`config.mk`:
```
export PLATFORM = sky130hd
export DESIGN_NAME = timetag_inserter
export DESIGN_NICKNAME = d
export VERILOG_FILES = /design/src/rtl/timetag_inserter.sv
export SDC_FILE = /design/constraint.sdc
export NUM_CORES = 1
export LEC_CHECK = 0
export ABC_AREA = 1
export BUFFER_PORTS_ARGS = -buffer_cell sky130_fd_sc_hd__buf_4
export CORE_ASPECT_RATIO = 1.2
export CORE_UTILIZATION = 60
export CTS_BUF_LIST = sky130_fd_sc_hd__clkbuf_2 sky130_fd_sc_hd__clkbuf_4 sky130_fd_sc_hd__clkbuf_8
export CTS_CLUSTER_SIZE = 30
export DETAILED_ROUTE_END_ITERATION = 7
export PLACE_DENSITY = 0.87
export SETUP_SLACK_MARGIN = 0.05
export SLEW_MARGIN = 25
export SYNTH_ARGS = -nofsm -noshare
export SYNTH_HDL_FRONTEND = slang
export SYNTH_SLANG_ARGS = --single-unit
```
`constraint.sdc`:
```
create_clock -name clk -period 2.8 [get_ports clk]
set_clock_uncertainty 0.05 [all_clocks]
set_input_delay 0.42 -clock clk [delete_from_list [all_inputs] [get_ports clk]]
set_output_delay 0.42 -clock clk [all_outputs]
set_load 0.1 [all_outputs]
```
`src/rtl/timetag_inserter.sv`:
```
// Merges 1 ms time-tag packets into the frontend event word stream,
// inserting tags only at event-packet boundaries.
module timetag_inserter #(
    parameter logic [15:0] MAX_DROP = 16'hFFFF,
    parameter logic [15:0] TAG_HDR  = 16'hFF00
) (
    input  logic        clk,
    input  logic        rst,
    input  logic [47:0] period,
    input  logic        period_done,
    input  logic        tag_en,
    input  logic [31:0] in_data,
    input  logic        in_valid,
    input  logic        in_last,
    output logic        in_ready,
    output logic [31:0] out_data,
    output logic        out_valid,
    output logic        out_last,
    output logic        out_is_tag,
    input  logic        out_ready,
    output logic [15:0] drop_count
);

    // state | meaning
    // IDLE  | at a packet boundary; a pending tag wins over a new event
    // EVT   | inside an event packet; only event words are accepted
    // TAG0  | tag word 0 held in the output register
    // TAG1  | tag word 1 held in the output register
    typedef enum logic [1:0] {IDLE, EVT, TAG0, TAG1} state_t;

    state_t      state;
    logic        pend;
    logic [47:0] pend_period;
    logic [31:0] tag_lo;
    logic        out_free;
    logic        accept;
    logic        consume;

    assign out_free = !out_valid || out_ready;
    assign in_ready = !rst && out_free && ((state == IDLE && !pend) || state == EVT);
    assign accept   = in_valid && in_ready;
    assign consume  = (state == IDLE) && pend && out_free;

    always_ff @(posedge clk) begin
        if (rst) begin
            state       <= IDLE;
            pend        <= 1'b0;
            pend_period <= '0;
            tag_lo      <= '0;
            out_data    <= '0;
            out_valid   <= 1'b0;
            out_last    <= 1'b0;
            out_is_tag  <= 1'b0;
            drop_count  <= '0;
        end else begin
            if (out_valid && out_ready)
                out_valid <= 1'b0;

            unique case (state)
                IDLE: begin
                    if (consume) begin
                        out_data   <= {TAG_HDR, pend_period[47:32]};
                        out_valid  <= 1'b1;
                        out_last   <= 1'b0;
                        out_is_tag <= 1'b1;
                        // word 1 is latched now so a newer pending tag cannot corrupt it
                        tag_lo     <= pend_period[31:0];
                        state      <= TAG0;
                    end else if (accept) begin
                        out_data   <= in_data;
                        out_valid  <= 1'b1;
                        out_last   <= in_last;
                        out_is_tag <= 1'b0;
                        state      <= in_last ? IDLE : EVT;
                    end
                end
                EVT: begin
                    if (accept) begin
                        out_data   <= in_data;
                        out_valid  <= 1'b1;
                        out_last   <= in_last;
                        out_is_tag <= 1'b0;
                        if (in_last)
                            state <= IDLE;
                    end
                end
                TAG0: begin
                    if (out_ready) begin
                        out_data   <= tag_lo;
                        out_valid  <= 1'b1;
                        out_last   <= 1'b1;
                        out_is_tag <= 1'b1;
                        state      <= TAG1;
                    end
                end
                TAG1: begin
                    if (out_ready)
                        state <= IDLE;
                end
                default: state <= IDLE;
            endcase

            if (period_done && tag_en) begin
                pend_period <= period;
                pend        <= 1'b1;
                if (pend && !consume && drop_count < MAX_DROP)
                    drop_count <= drop_count + 16'd1;
            end else if (consume) begin
                pend <= 1'b0;
            end
        end
    end

endmodule

```
=== Word level (Yosys, flattened, before mapping) ===
Cells that the tools add are included.

* Register bits: 134
* Input bits: 87
* Output and inout port bits: 52
* Logic and storage cells: 68

* Add/subtract/negate cells: 1
* Order comparisons: 1
* Equal/unequal tests: 8
* Multiplexer cells: 26
* Reductions and logical operators: 23

{| class="wikitable"
|+ Operator list
! operator !! count
|-
| two-way mux 32 bit || 3
|-
| one-hot mux 32 bit (3 select lines) || 1
|-
| adder 16 x 1 -> 16 bit, second input constant || 1
|-
| less-than comparator 16 bit, second input constant || 1
|-
| two-way mux 1 bit || 12
|-
| two-way mux 2 bit || 6
|-
| logical AND 1 bit || 10
|-
| one-hot mux 1 bit (3 select lines) || 3
|-
| inequality test 2 bit, second input constant || 4
|-
| one-hot mux 2 bit (4 select lines) || 1
|-
| AND reduction 2 bit || 3
|-
| AND reduction 5 bit || 1
|-
| equality test 2 bit, second input constant || 2
|-
| zero test 1 bit || 4
|-
| inequality test 3 bit, second input constant || 1
|-
| nonzero test 3 bit || 1
|-
| equality test 2 x 1 -> 1 bit, second input constant || 1
|-
| zero test 2 bit || 1
|-
| logical OR 1 bit || 2
|-
| nonzero test 2 bit || 1
|}

=== Logic depth before layout (Yosys ltp) ===
Gate-level depths: netlist (run 1).

* Depth in word-level cells: 8
* Gate-level depth with buffers: 12
* Depth with buffers taken out: 11

=== Worst setup path before layout (run 1) ===
OpenSTA, ideal clock, no wires.

* Path type: register to register
* From: register drop_count[0]
* To: register drop_count[14]
* Library setup time: 0.068 ns
* Arrival time: 2.310 ns
* Required time: 2.682 ns
* Path slack: 0.372 ns
* Cell stages (with the launch flop): 11
* Path buffers: 1
* Period minus slack after synthesis: 2.428 ns
* Cells stage by stage: dfxtp_1 > ha_1 > nand2_2 > nor2_4 > nand2_4 > nor2_8 > nor2_4 > nand2_8 > buf_8 > nand2_2 > a21oi_2

* Longest elaborated chain between the ends: 3
* Elaborated cells on any way between the ends: 4
* Those cells by class: add/sub (1); order compare (1); reduce/logical (2)

{| class="wikitable"
|+ Ends and longest elaborated chain
! element !! RTL line !! text
|-
| from (decl) || 21 || <nowiki>output logic [15:0] drop_count</nowiki>
|-
| from (signal assigned) || 107 || <nowiki>drop_count <= drop_count + 16'd1;</nowiki>
|-
| less-than comparator 16 bit || 106 || <nowiki>if (pend && !consume && drop_count < MAX_DROP)</nowiki>
|-
| logical AND 1 bit || 106 ||
|-
| AND reduction 2 bit (no line) || -- ||
|}

Several ways; a longest one is shown, not always the timed one.
A chain may end at the register's enable or synchronous reset.

=== Final worst setup path (run 1) ===
* From: register state[0]
* To: output in_ready

* Longest elaborated chain between the ends: 4
* Elaborated cells on any way between the ends: 5
* Those cells by class: eq/ne (1); reduce/logical (4)

{| class="wikitable"
|+ Ends and longest elaborated chain
! element !! RTL line !! text
|-
| from (decl) || 31 || <nowiki>state_t state;</nowiki>
|-
| from (signal assigned) || 74 || <nowiki>state <= in_last ? IDLE : EVT;</nowiki>
|-
| zero test 2 bit || 40 || <nowiki>assign in_ready = !rst && out_free && ((state == IDLE && !pend) || state == EVT);</nowiki>
|-
| logical AND 1 bit || 40 ||
|-
| logical OR 1 bit * || 40 ||
|-
| logical AND 1 bit * || 40 ||
|-
| to (decl) || 15 || <nowiki>output logic in_ready,</nowiki>
|}

Mark *: on every way between the ends. The rest lies on a longest branch, timed or not.

==> flow_summary_export.csv, run 1 <==
group,metric,value,unit
run_status,outcome,"finished clean",
global_route,antenna_found_initial,0,
clock_tree,cts.htree.levels,4,
detailed_routing,postRouteWirelength,15.70,mm
clock_tree,clkLatencyLatePin,0.44,ns
logic_synthesis,synthesis_stage_register_bit_count,134,
placement,numPortBuffers,138,
floorplan,die_footprint,10770,sq um
logic_synthesis,postSynthCellCount,891,
timing,fmaxAchievable,434.8,MHz
global_route,grt_remaining_overflow,0,
final_layout,nFillCells,809,
worst_setup_path,timing.critical_path.max_delay_family,"simple AND/OR/NAND/NOR gates",
worst_setup_path,rr_worst_depth,9,
clock_tree,clock_tree.buffer_depth,2,
worst_setup_path,crit-reg2reg-capture,"out_data[27]",
worst_setup_path,crit_buf_inv,2,
logic_synthesis,yosysWarnings,0,
clock_tree,path_clk_slew,0.07,ns
worst_hold_path,min_to,"pend_period[10]",
final_layout,relative_area_change_from_synthesis_to_final_layout,23.75,%
detailed_routing,viasPerCell,5.380,
logic_synthesis,syn_nets,985,
final_layout,post_route_cells_drive_above_1_share,20.29,%
timing,timing.final.crit_period,2.300,ns
logic_synthesis,synth.top_cell.area_share,43.16,%
power,p_leak,3.471,nW
logic_synthesis,netlist_area,6216,sq um
final_layout,nets,1102,
worst_setup_path,start_kind,"flop",
worst_setup_path,cp_slowest_cell,"dfxtp_1",
global_route,wire_length_of_the_first_global_routing_pass,25.36,mm
logic_synthesis,syn_area_per_cell,6.976,sq um
worst_setup_path,reg2reg_setup_slack,0.53,ns
clock_tree,numClockSinks,134,
floorplan,rows,40,
floorplan,io_pins,139,
detailed_routing,final_antenna_net_count,0,
global_route,grt_usage,29.92,%
floorplan,floorplan.initialDensity,61.79,%
clock_tree,post_cts_buffers,0,
worst_setup_path,critical_path.reg2reg.startpoint,"state[0]",
detailed_routing,vias,6166,
clock_tree,number_of_buffers_inserted_during_clock_tree_synthesis,17,
logic_synthesis,synth_cell_type_count,35,
floorplan,core_area,10060,sq um
worst_setup_path,setup.worst_path.end_class,"output port",
detailed_routing,first_pass_iters,5,
final_layout,finish.utilization,76.47,%
global_route,grt_start_max_net_pins,117,
timing,final.setup.worst_slack,0.5003,ns
worst_setup_path,critical_path.max_stage_delay,0.39,ns
timing,timing.slew.headroom,63.88,%
detailed_routing,routed_wire_length_per_instance,13.70,microns
worst_hold_path,holdCritPathClass,"in -> reg",
worst_setup_path,worstPathRequired,2.33,ns
detailed_routing,initialDrtViolationCount,615,
final_layout,sequential_cell_area_in_the_final_layout,2683,sq um
floorplan,die_height,113.5,microns
timing,worst_pin_slew,0.5385,ns
power,power_density,860.0,nW/um^2
global_route,first_global_vias,5388,
logic_synthesis,synth-seq-area-share,43.16,%
timing,report.final.hold_viol_count,0,
clock_tree,tritoncts,"built",
worst_setup_path,crit_chain,"inv_1 -> ha_1 -> nand2_1 -> nand2_2 -> and2_1 -> buf_4",
timing,timing.final.crit_share,82.13,%
placement,globalplace.congestion,0.8631,
clock_tree,holdBufCountCts,0,
timing,rsz0062_at_grt,"false",
logic_synthesis,yosysTopAreaCell,"dfxtp_1",
timing,final.hold.worst_slack,0.1790,ns
placement,place.detailed.hpwl,10.63,mm
detailed_routing,drc_errors,0,
timing,totalNegativeSetupSlack,0,ns
logic_synthesis,synth_area_leaders,"dfxtp_1, nor2_1, o21ai_0",
worst_setup_path,worstPathMaxFanout,10,
run,drv.max_cap_violation_count,0,
clock_tree,clock-root-buffer,"clkbuf_8",
timing,slew_violations,0,
clock_tree,post_cts_resize_count,0,
final_layout,multi_input_area,3087,sq um
worst_setup_path,critical_path_arrival,1.83,ns
worst_setup_path,crit_type,"reg -> out",
power,vdd_drop_max,0.4189,mV
worst_hold_path,worstHoldStart,"period[10]",
final_layout,antenna_fix_cells,0,
timing,timing.final.setup_violations,0,
floorplan,die_width,94.92,microns
worst_hold_path,hold-path-cell-count,3,
placement,place_ws,0.5715,ns
## registers in the layout, indices dropped and copies added, names as in the netlist
name,flops
out_valid,1
pend,1
out_last,1
out_data,32
out_is_tag,1
tag_lo,32
drop_count,16
pend_period,48
state,2
## cell families (layout without fill, tap and decap cells)
| kind of cell | Yosys count | in the layout | synth area share, % |
|---|---|---|---|
| and+or+nand+nor | 429 | 429 | 29.47 |
| AOI/OAI and AO/OA | 198 | 198 | 17.33 |
| DFF | 134 | 134 | 43.16 |
| buffers and inverters | 114 | 243 | 7.367 |
| xor gates and xnor gates | 9 | 9 | 1.268 |
| adders and majority gates | 7 | 7 | 1.409 |
## per-layer routing
| layer | vias up | GRT usage, % | routed length [microns] |
|---|---|---|---|
| met5 | - | 0 | 0 |
| met4 | 0 | 8.788 | 221 |
| met3 | 23 | 6.867 | 1124 |
| met2 | 243 | 46.24 | 7401 |
| met1 | 2764 | 41.61 | 6950 |
| li1 | 3136 | - | - |
## layout make-up
type	instances	area share (%)
clock buffers	19	3.237
well taps	126	2.049
clock inverters	12	2.033
flip-flops and latches	134	34.87
inverters	65	3.172
multi-input cells	643	40.13
repair buffers	147	14.51
## through the flow
| step | cells | power, W | instance area, sq um |
|---|---|---|---|
| finish | 1146 | 0.006616 | 7692 |
| global route | 1146 | 0.006951 | 7692 |
| CTS | 1146 | 0.006608 | 7692 |
| detailed placement | 1115 | 0.004986 | 7287 |
| global placement | 1115 | 0.004948 | 7287 |
| floorplan | 891 | 0.004401 | 6216 |
## worst max path at each step
stage	from	slack (ns)	cells after the start	end
global route	state[0]	0.32	12	out_data[11]
detailed placement	state[0]	0.57	12	out_data[8]
CTS	state[0]	0.49	6	in_ready
finish	state[0]	0.50	6	in_ready
floorplan	drop_count[0]	0.37	10	drop_count[14]
global placement	state[0]	0.64	12	out_data[4]
## worst min-delay path, stage by stage
cell	delay, ns
buf_4	0.07
o21ai_0	0.07
nor2_1	0.08
## synthesized netlist by cell type, drive strengths merged
master	count
a22oi	15
nand4	9
a21oi	54
xor2	6
o21ai	121
ha	7
dfxtp	134
and2	1
buf	19
or2	1
nand3	61
a31oi	1
clkbuf	30
nor3	1
o211ai	5
clkinv	1
inv	64
nand2	156
xnor2	3
nor2	198
o31ai	2
nand3b	2
## power breakdown
group	total [W]	switching [W]	internal, W	leakage [nW]
logic	0.00259	0.00193	0.000654	2.18
registers	0.00239	0.000205	0.00218	1.10
clock network	0.00164	0.000747	0.000894	0.195
total	0.00662	0.00289	0.00373	3.47
## placed cells by master, fill, tap and decap left out, types with 3 or more instances in the layout
cell type / netlist / layout
a22oi_1: 15 / 15
clkbuf_8: 0 / 17
xor2_1: 6 / 6
nand2_2: 7 / 7
ha_1: 7 / 7
buf_4: 0 / 146
nand4_1: 9 / 9
nand2_4: 3 / 3
a21oi_2: 5 / 5
dfxtp_1: 134 / 134
clkinvlp_4: 0 / 4
inv_2: 2 / 3
clkinv_4: 0 / 3
nor2_1: 193 / 193
o211ai_1: 5 / 5
bufinv_16: 0 / 3
nand2_1: 145 / 145
inv_1: 62 / 61
nand3_1: 60 / 60
xnor2_1: 3 / 3
a21oi_1: 48 / 47
o21ai_0: 119 / 119
Power figures use the tool's default switching activity.
==> inputs of run 2 (changes only) <==
--- a/config.mk
+++ b/config.mk
@@ -8,11 +8,11 @@
 export ABC_AREA = 1
 export BUFFER_PORTS_ARGS = -buffer_cell sky130_fd_sc_hd__buf_4
 export CORE_ASPECT_RATIO = 1.2
-export CORE_UTILIZATION = 60
+export CORE_UTILIZATION = 51
 export CTS_BUF_LIST = sky130_fd_sc_hd__clkbuf_2 sky130_fd_sc_hd__clkbuf_4 sky130_fd_sc_hd__clkbuf_8
 export CTS_CLUSTER_SIZE = 30
 export DETAILED_ROUTE_END_ITERATION = 7
-export PLACE_DENSITY = 0.87
+export PLACE_DENSITY = 0.79
 export SETUP_SLACK_MARGIN = 0.05
 export SLEW_MARGIN = 25
 export SYNTH_ARGS = -nofsm -noshare
==> constraint.sdc (replaced) <==
create_clock -name clk -period 2.1 [get_ports clk]
set_clock_uncertainty 0.05 [all_clocks]
set_input_delay 0.315 -clock clk [delete_from_list [all_inputs] [get_ports clk]]
set_output_delay 0.315 -clock clk [all_outputs]
set_load 0.1 [all_outputs]
==> flow_summary_export.csv, run 2 (synthesis results as in run 1) <==
group,metric,value,unit
power,power_density,1140,nW/um^2
run_status,outcome,"finished clean",
final_layout,final_common_cell,"nor2_1",
global_route,antenna_found_initial,0,
detailed_routing,vias,6193,
power,p_total,0.009111,W
clock_tree,numClockSinks,134,
worst_hold_path,hold-path-cell-count,3,
clock_tree,clkLatencyLatePin,0.44,ns
worst_setup_path,crit_chain,"inv_4 -> ha_4 -> nand2_1 -> nand2_2 -> buf_6 -> and2_4 -> buf_12",
detailed_routing,drc_errors,0,
worst_hold_path,worstHoldStart,"period[27]",
worst_hold_path,holdCritPathClass,"in -> reg",
clock_tree,holdBufCountCts,0,
global_route,grt_remaining_overflow,0,
clock_tree,clock-root-buffer,"clkbuf_8",
final_layout,antenna_fix_cells,0,
worst_setup_path,critical_path.reg2reg.startpoint,"state[1]",
worst_setup_path,start_kind,"flop",
global_route,wire_length_of_the_first_global_routing_pass,26.01,mm
placement,dp_area,7496,sq um
floorplan,floorplan.initialDensity,53.00,%
final_layout,largest_register_ff_count,48,
worst_setup_path,cp_slowest_cell,"dfxtp_4",
floorplan,io_pins,139,
timing,timing.final.setup_violations,0,
worst_setup_path,crit_type,"reg -> out",
final_layout,layout_common_cells,"nor2_1, buf_4, nand2_1",
detailed_routing,initialDrtViolationCount,345,
final_layout,multi_input_area,3114,sq um
clock_tree,cts.htree.levels,4,
floorplan,die_height,122.9,microns
floorplan,rows,43,
worst_setup_path,rr_worst_depth,7,
final_layout,finish.utilization,68.14,%
worst_setup_path,critical_path_arrival,1.63,ns
final_layout,max_flop_register,"pend_period",
detailed_routing,first_pass_iters,5,
timing,timing.final.crit_period,1.997,ns
floorplan,core_area,11730,sq um
timing,totalNegativeSetupSlack,0,ns
timing,rsz0062_at_grt,"false",
timing,fmaxAchievable,500.9,MHz
timing,report.final.hold_viol_count,0,
final_layout,nets,1119,
worst_setup_path,setup.worst_path.end_class,"output port",
final_layout,final_design_area_no_fill,7991,sq um
power,p_leak,3.604,nW
final_layout,post_route_cells_drive_above_1_share,23.82,%
clock_tree,path_clk_slew,0.07,ns
final_layout,final_cells,1194,
clock_tree,clock_tree.buffer_depth,2,
final_layout,relative_area_change_from_synthesis_to_final_layout,28.56,%
clock_tree,tritoncts,"built",
timing,worst_pin_slew,0.4080,ns
clock_tree,number_of_buffers_inserted_during_clock_tree_synthesis,17,
final_layout,biggest_registers_after_layout,"pend_period: 48 flops, out_data: 32 flops, tag_lo: 32 flops",
detailed_routing,postRouteWirelength,16.12,mm
timing,timing.final.crit_share,95.07,%
global_route,grt_start_max_net_pins,53,
final_layout,nFillCells,1022,
worst_hold_path,min_to,"pend_period[27]",
placement,numPortBuffers,138,
placement,dp_cells,1161,
detailed_routing,viasPerCell,5.187,
power,vdd_drop_max,0.7937,mV
worst_setup_path,worstPathRequired,1.74,ns
worst_setup_path,critical_path.max_stage_delay,0.39,ns
run,drv.max_cap_violation_count,0,
worst_setup_path,reg2reg_setup_slack,0.24,ns
final_layout,sequential_cell_area_in_the_final_layout,2710,sq um
timing,timing.slew.headroom,72.71,%
detailed_routing,routed_wire_length_per_instance,13.50,microns
floorplan,die_footprint,12640,sq um
placement,globalplace.congestion,0.8570,
placement,place.detailed.hpwl,11.31,mm
global_route,grt_usage,26.42,%
detailed_routing,final_antenna_net_count,0,
floorplan,die_width,102.8,microns
worst_setup_path,crit-reg2reg-capture,"out_data[30]",
worst_setup_path,worstPathMaxFanout,9,
timing,slew_violations,0,
global_route,first_global_vias,5567,
[run 2: cell count changes in the layout (fill, tap and decap cells not counted), sizes merged]
cell,change
buf,+17
clkbuf,+5
clkinv,-4
clkinvlp,-2
inv,+1
[run 2: area by class of cell]
cell class	count	area share, %
Sequential cell	134	33.91
Timing Repair Buffer	164	16.24
Tap cell	157	2.458
Multi-Input combinational cell	643	38.97
Clock inverter	7	1.487
Clock buffer	24	3.820
Inverter	65	3.116
[run 2: metrics by stage]
stage | hold WS [ns] | worst slack [ns]
4_1_cts | 0.06175 | 0.06417
3_3_place_gp | 0.4058 | 0.2267
3_5_place_dp | 0.4168 | 0.1563
5_1_grt | 0.07022 | 0.04778
2_1_floorplan | 0.3739 | 0.07711
6_report | 0.07546 | 0.1034
[run 2: where the power goes]
group | total [W] | switching [W] | internal [W]
Combinational | 0.00364 | 0.00262 | 0.00101
Clock | 0.00228 | 0.000965 | 0.00132
Sequential | 0.00319 | 0.000278 | 0.00291
Total | 0.00911 | 0.00387 | 0.00524
[run 2: worst max-delay path by stage]
stage	from	endpoint	slack, ns	depth (start not counted)
3_5_place_dp	state[1]	tag_lo[11]	0.16	10
6_report	state[0]	in_ready	0.10	7
4_1_cts	state[0]	in_ready	0.06	7
3_3_place_gp	state[0]	tag_lo[16]	0.23	10
5_1_grt	state[0]	in_ready	0.05	7
2_1_floorplan	drop_count[0]	drop_count[14]	0.08	10
[run 2: layer usage]
layer | GRT usage [%] | vias up | wire (microns)
li1 | - | 3178 | -
met1 | 35.72 | 2781 | 7381
met2 | 42.54 | 211 | 7505
met3 | 4.748 | 23 | 985
met4 | 8.715 | 0 | 250
met5 | 0 | - | 0
[run 2: worst max-delay path, delay by kind of cell (launching register included)]
kind	cells	cell delay, ns
flops	1	0.39
buf+inv	3	0.36
simple gates	3	0.30
fa+ha+maj	1	0.16
[run 2: repair_timing]
item                                    CTS  global route
setup buffers                             1             1
hold endpoints to repair                  0             0
resized for setup                        15             2
endpoints found under the setup margin    1             1
